<file path="src/rtl/axi_rr_port_arbiter.sv">
// Two-requester round-robin arbiter in front of a single AXI3-style DDR port.
// One transaction is in flight at a time; the owner keeps the port until B or the last R beat.
module axi_rr_port_arbiter #(
  parameter int DW      = 256,
  parameter int TIMEOUT = 4096
) (
  input  logic              axi_clk,
  input  logic              rst,
  input  logic [2*47-1:0]   s_acmd,
  input  logic [1:0]        s_atype,
  input  logic [1:0]        s_avalid,
  output logic [1:0]        s_aready,
  input  logic [2*DW-1:0]   s_wdata,
  input  logic [2*DW/8-1:0] s_wstrb,
  input  logic [1:0]        s_wlast,
  input  logic [1:0]        s_wvalid,
  output logic [1:0]        s_wready,
  output logic [DW-1:0]     s_rdata,
  output logic [1:0]        s_rresp,
  output logic              s_rlast,
  output logic [1:0]        s_rvalid,
  input  logic [1:0]        s_rready,
  output logic [1:0]        s_bvalid,
  input  logic [1:0]        s_bready,
  output logic [7:0]        m_aid,
  output logic [7:0]        m_wid,
  output logic [46:0]       m_acmd,
  output logic              m_atype,
  output logic              m_avalid,
  input  logic              m_aready,
  output logic [DW-1:0]     m_wdata,
  output logic [DW/8-1:0]   m_wstrb,
  output logic              m_wlast,
  output logic              m_wvalid,
  input  logic              m_wready,
  input  logic [7:0]        m_rid,
  input  logic [DW-1:0]     m_rdata,
  input  logic [1:0]        m_rresp,
  input  logic              m_rlast,
  input  logic              m_rvalid,
  output logic              m_rready,
  input  logic [7:0]        m_bid,
  input  logic              m_bvalid,
  output logic              m_bready,
  output logic [1:0]        grant,
  output logic              err
);

  typedef enum logic [2:0] {IDLE, ADDR, WDATA, WRESP, RDATA} state_t;

  state_t      state, state_next;
  logic        g, g_next, last;
  logic [31:0] cnt;
  logic [7:0]  id;
  logic        sel_wvalid, sel_wlast, sel_bready, sel_rready;
  logic        stray, id_bad, timeout_hit;

  assign id         = {7'b0, g};
  assign m_aid      = id;
  assign m_wid      = id;
  assign s_rdata    = m_rdata;
  assign s_rresp    = m_rresp;
  assign s_rlast    = m_rlast;
  assign sel_wvalid = s_wvalid[g];
  assign sel_wlast  = s_wlast[g];
  assign sel_bready = s_bready[g];
  assign sel_rready = s_rready[g];

  always_ff @(posedge axi_clk or posedge rst) begin
    if (rst) begin
      state <= IDLE;
      g     <= 1'b0;
      grant <= '0;
      last  <= 1'b1;
    end else begin
      state <= state_next;
      if (state == IDLE && state_next == ADDR) begin
        g     <= g_next;
        grant <= g_next ? 2'b10 : 2'b01;
      end
      if (state != IDLE && state_next == IDLE) begin
        grant <= '0;
        last  <= g;
      end
    end
  end

  always_comb begin
    state_next = state;
    g_next     = g;
    unique case (state)
      IDLE: if (|s_avalid) begin
        // prefer the requester that did not own the previous transaction
        g_next     = s_avalid[~last] ? ~last : last;
        state_next = ADDR;
      end
      ADDR:  if (m_aready) state_next = s_atype[g] ? WDATA : RDATA;
      WDATA: if (sel_wvalid && m_wready && sel_wlast) state_next = WRESP;
      WRESP: if (m_bvalid && sel_bready) state_next = IDLE;
      RDATA: if (m_rvalid && sel_rready && m_rlast) state_next = IDLE;
      default: state_next = IDLE;
    endcase
  end

  always_comb begin
    s_aready = '0;
    s_wready = '0;
    s_rvalid = '0;
    s_bvalid = '0;
    m_acmd   = '0;
    m_atype  = 1'b0;
    m_avalid = 1'b0;
    m_wdata  = '0;
    m_wstrb  = '0;
    m_wlast  = 1'b0;
    m_wvalid = 1'b0;
    m_rready = 1'b0;
    m_bready = 1'b0;
    unique case (state)
      ADDR: begin
        m_avalid    = 1'b1;
        m_acmd      = g ? s_acmd[93:47] : s_acmd[46:0];
        m_atype     = s_atype[g];
        s_aready[g] = m_aready;
      end
      WDATA: begin
        m_wdata     = g ? s_wdata[2*DW-1:DW] : s_wdata[DW-1:0];
        m_wstrb     = g ? s_wstrb[2*DW/8-1:DW/8] : s_wstrb[DW/8-1:0];
        m_wlast     = sel_wlast;
        m_wvalid    = sel_wvalid;
        s_wready[g] = m_wready;
      end
      WRESP: begin
        s_bvalid[g] = m_bvalid;
        m_bready    = sel_bready;
      end
      RDATA: begin
        s_rvalid[g] = m_rvalid;
        m_rready    = sel_rready;
      end
      default: ;
    endcase
  end

  // timeout fires only when a phase is still unfinished after TIMEOUT cycles
  assign stray       = (m_bvalid && state != WRESP) || (m_rvalid && state != RDATA);
  assign id_bad      = (state == WRESP && m_bvalid && sel_bready && m_bid != id) ||
                       (state == RDATA && m_rvalid && sel_rready && m_rid != id);
  assign timeout_hit = (TIMEOUT != 0) && state != IDLE && state_next == state &&
                       cnt == 32'(TIMEOUT - 1);

  always_ff @(posedge axi_clk or posedge rst) begin
    if (rst) begin
      cnt <= '0;
      err <= 1'b0;
    end else begin
      if (state == IDLE || state_next != state) cnt <= '0;
      else if (cnt < 32'(TIMEOUT)) cnt <= cnt + 1'b1;
      if (stray || id_bad || timeout_hit) err <= 1'b1;
    end
  end

endmodule
</file>
<file path="config.mk">
export PLATFORM = sky130hd
export DESIGN_NAME = axi_rr_port_arbiter
export DESIGN_NICKNAME = d
export VERILOG_FILES = /design/src/rtl/axi_rr_port_arbiter.sv
export SDC_FILE = /design/constraint.sdc
export NUM_CORES = 1
export LEC_CHECK = 0
export ABC_AREA = 1
export BUFFER_PORTS_ARGS = -buffer_cell sky130_fd_sc_hd__clkbuf_2
export CAP_MARGIN = 20
export CORE_AREA = 8 8 609 611
export DETAILED_ROUTE_END_ITERATION = 12
export DIE_AREA = 0 0 617 619
export MAX_ROUTING_LAYER = met4
export PLACE_DENSITY = 0.3
export SLEW_MARGIN = 5
export SYNTH_ARGS = -nofsm -noshare
export SYNTH_HDL_FRONTEND = slang
export SYNTH_SLANG_ARGS = --single-unit
export TNS_END_PERCENT = 1
</file>
<file path="constraint.sdc">
create_clock -name axi_clk -period 1.97 [get_ports axi_clk]
set_input_delay 0 -clock axi_clk [delete_from_list [all_inputs] [get_ports axi_clk]]
set_output_delay 0 -clock axi_clk [all_outputs]
set_load 0.02 [all_outputs]
</file>
* Yosys cells after proc, flatten, opt, wreduce, memory -nomap -nowiden
Index checks and enable logic that the tools add are counted.
** Storage, ports and cells
- Word-level logic and storage cells :: 102
- Input port bits :: 963
- Output and inout bits :: 627
- Register bits after elaboration :: 40
** Operators by class
- Bitwise logic cells :: 5
- Magnitude comparators :: 4
- Muxes and demuxes :: 45
- $add $sub $neg :: 1
- Reductions and logical operators :: 29
- Equality and inequality tests :: 12
** Operators by type and width (number)
- 2-to-1 mux 256 bit :: 2
- 2-to-1 mux 32 bit :: 4
- 2-to-1 mux 47 bit :: 2
- adder 32 x 1 -> 32 bit (second input constant) :: 1
- == test 32 x 12 -> 1 bit (second input constant) :: 1
- less-than comparator 32 x 13 -> 1 bit (second input constant) :: 1
- 2-to-1 mux 1 bit :: 22
- logical AND 1 bit :: 18
- 2-to-1 mux 3 bit :: 6
- inequality test 8 x 1 -> 1 bit :: 2
- case mux 3 bit (5 select lines) :: 1
- 2-to-1 mux 2 bit :: 7
- bitwise AND 2 bit :: 4
- == test 3 x 1 -> 1 bit (second input constant) :: 2
- == test 3 x 2 -> 1 bit (second input constant) :: 2
- zero test 3 bit :: 2
- logical OR 1 bit :: 5
- less-than comparator 1 x 2 -> 1 bit (second input constant) :: 2
- nonzero test 2 bit :: 2
- == test 3 bit :: 1
- == test 3 bit (second input constant) :: 1
- inequality test 3 x 2 -> 1 bit (second input constant) :: 1
- inequality test 3 bit :: 1
- inequality test 3 bit (second input constant) :: 1
- other kinds (5) :: 5

* Longest topological paths before layout
- Word-level depth :: 10
- Gate-level depth with buffers :: 13

* Least setup slack after synthesis
OpenSTA, ideal clock, no wires.
- Path kind :: reg2out
- Start :: register g
- End :: output m_wdata[236]
- Stages on the path, launching flop included :: 8
- Data required time :: 1.970 ns
- Buffers on the path :: 4
- Arrival :: 1.621 ns
- Path slack :: 0.349 ns
- Cell sequence :: dfrtp_1 -> buf_4 -> inv_2 -> buf_6 -> clkbuf_1 -> clkbuf_1 -> nand2_1 -> a21oi_1
** Between the ends
- Longest elaborated chain between the ends :: 2
** RTL lines
- start, declared :: line 52 : logic g, g_next, last;
- start signal, assigned :: line 78 : g <= g_next;
- 2-to-1 mux 256 bit :: line 127 : m_wdata = g ? s_wdata[2*DW-1:DW] : s_wdata[DW-1:0];
- 2-to-1 mux 256 bit :: line 119 : unique case (state)
- end, declared :: line 31 : output logic [DW-1:0] m_wdata,
Every way passes these cells.

* Worst setup path in the final report
- Start :: register g
- End :: output m_wstrb[21]
** Between the ends
- Longest elaborated chain between the ends :: 2
** RTL lines
- 2-to-1 mux 32 bit :: line 128 : m_wstrb = g ? s_wstrb[2*DW/8-1:DW/8] : s_wstrb[DW/8-1:0];
- 2-to-1 mux 32 bit :: line 119
- end, declared :: line 32 : output logic [DW/8-1:0] m_wstrb,
Every way passes these cells.

==> reports/results.txt <==
CTS H-tree lvls: 2
Die X: 617 um
Final min period: 2.18 ns
vias in the first global route: 16300
Critical Path AT: 2.18 ns
Syn. warnings: 0
via count: 16100
die area: 382000 sq um
CP cell instances: buf_12 -> buf_16 -> nand2_8 -> a21oi_4 -> buf_6 -> buf_12
Post-Syn Area: 8920 sq um
design area: 25600 sq um
ys async rst share: 1.00
CTS max path bufs: 2
clock root cell: clkbuf_16
GRT Total Usage: 0.149
fin nets: 3521
PortBufs: 1059
Synth top area share: 0.304
IO Count: 1590
Synth area leader: nand2_1
CTS Buf Count: 5
max_cap viols: 0
CTS tree: done
slew margin rel.: 0.610
hpwl dp: 274000 um
Initial Util: 0.0247
DRC Markers: 0
worst-path maximum fanout: 7
post-place instance area: 22100 sq um
Post-synth top cells: nand2_1 (721), a21oi_1 (342), buf_4 (276)
most common cell in the synthesized netlist: nand2_1
final wirelength: 293000 um
CP bufs+invs: 4
Sequential Area: 1010 sq um
Setup WS post-layout: -0.206 ns
final cycle utilization of the critical path: 1.10
failing checks: setup timing
Overall Power: 32.6 mW
DRT Pass-1 Iters: 5
Vias per Instance: 2.16
Synth Area per Inst: 5.32 sq um
antenna-violating nets left: 0
Synth cell types: 30
clk sinks: 40
Core Util, Final: 0.0710
Post-synth EDFFs: 0
Post-Synthesis Cells: 1677
CP Data Required Time: 1.97 ns
crit path launch type: flop
Clk pwr share: 0.031
worst hold path type: input port to output port
max incr delay on CP: 0.52 ns
layout overhead on the synthesized area: 187%
grt ovf: 0
initial antenna violation count: 215
share of layout cells above drive strength 1: 0.629
Fin. Hold Viols: 0
Die Span Y: 619 um
CP endpoint kind: output port
f_max: 460 MHz
Sw Ratio: 0.620
CP Class: flop to output port
Clock Skew: 0.00319 ns
largest net degree at the start of global routing: 57
Post-synth top flop: dfrtp_1
Crit path max-delay family: buffers and inverters
Min Hold Slack: 0.00000764 ns
non-filler instance count after layout: 7433
Internal Power: 12.4 mW
Placed Cells: 7319
Combinational Power Share: 0.938
FF+latch count, synth: 40
routed length per instance: 39.5 um
core area: 361000 sq um
most used cell, CP: buf_12
Final setup viols: 241
Lkg Pwr: 9.90 nW
RSZ-0062 raised after global routing: yes
first-pass GRT wire length: 328000 um
Clock transition at path regs: 0.06 ns
initial DRC count: 1019
worst slew pin tran: 0.585 ns
Synth area leaders: nand2_1 (30%), buf_4 (23%), a21oi_1 (19%)
clk_lat worst skew: 0.28 ns
status: finished with violations
gp weighted congestion: 0.923
Seq pwr share: 0.031
Psw: 20.2 mW
Critical Path Slowest Stage Cell: dfrtp_4
# fillers: 42800
Peak VDD IR: 527 uV
Pwr Density: 1270 nW/um^2
FP Rows: 221
Multi-input gate area: 7040 sq um
part of the Yosys area used for sequential elements: 0.112
Slew Viols, Final: 0
[kinds of logic (layout without fill, tap and decap cells)]
family,count (synthesis),count (layout),share of synthesized area
fa+ha+maj,1,1,0.00140
xor+xnor,9,9,0.00884
buf+inv,442,1310,0.311
flops,40,40,0.112
simple gates,834,834,0.368
compound gates,350,350,0.198
other cells,1,95,0.000421
[stage by stage]
stage,worst slack (ns),setup TNS (ns)
after global routing,-0.253,-38.96
after floorplan,0.349,0
final,-0.206,-15.42
after global placement,-1.23,-26.19
after CTS,-0.239,-30.59
after detailed placement,-0.921,-15.70
[worst paths after layout]
kind / start / end / slack (ns) / depth (start not counted)
max: g / m_wstrb[21] / -0.21 / 6
min: m_rdata[17] / s_rdata[17] / 0.000008 / 0
max reg2reg: g / cnt[10] / -0.06 / 9
min reg2reg: last / last / 0.47 / 2
max in group asynchronous: rst / g / 1.04 / 4
min in group asynchronous: rst / cnt[6] / 0.47 / 4
[cell type report]
class | count | share of cell area
clock buffers | 6 | 0.00542
flip-flops and latches | 40 | 0.0393
inverters | 50 | 0.00782
repair buffers | 1252 | 0.429
clock inverters | 2 | 0.00151
diodes | 81 | 0.00791
multi-input cells | 1208 | 0.275
well taps | 4794 | 0.234
[power by group through the flow]
| stage | clock network, mW | logic [mW] | registers (mW) |
|---|---|---|---|
| 2_1_floorplan | 0 | 8.95 | 0.996 |
| 3_3_place_gp | 0 | 26.3 | 1.01 |
| 3_5_place_dp | 0 | 26.3 | 1.01 |
| 4_1_cts | 1.02 | 30.1 | 1.02 |
| 5_1_grt | 1.05 | 32.3 | 1.04 |
| 6_report | 0.997 | 30.5 | 1.02 |
[flip-flops by register name (all words and copies together), names as in the netlist]
register,flops
last,1
grant,2
state,3
err,1
g,1
cnt,32
[layout by cell type, fill, tap and decap left out, drive strengths merged, types with 8 or more instances in the layout]
| cell | n |
|---|---|
| a21oi | 342 |
| buf | 396 |
| clkbuf | 859 |
| conb | 14 |
| dfrtp | 39 |
| diode | 81 |
| inv | 50 |
| nand2 | 724 |
| nand3 | 18 |
| nand4 | 8 |
| nor2 | 72 |
| nor3 | 9 |
[metal layers]
layer | vias to the layer above | routed length [um] | part of all wire | track usage
li1 | 6884 | - | - | -
met2 | 1461 | 143000 | 0.49 | 0.257
met1 | 7295 | 91600 | 0.31 | 0.131
met5 | - | 0 | 0 | -
met3 | 438 | 49400 | 0.17 | 0.113
met4 | 0 | 8950 | 0.031 | 0.0290
[timing repair]
item / in CTS / in global routing
buffers inserted: 11 / 5
resized for setup: 441 / 232
pin swaps: 43 / 40
cloned: 8 / 7
hold buffers: 1 / 0
endpoints found under the setup margin: 295 / 358
hold endpoints to repair: 39 / 0
Power figures use the tool's default switching activity.
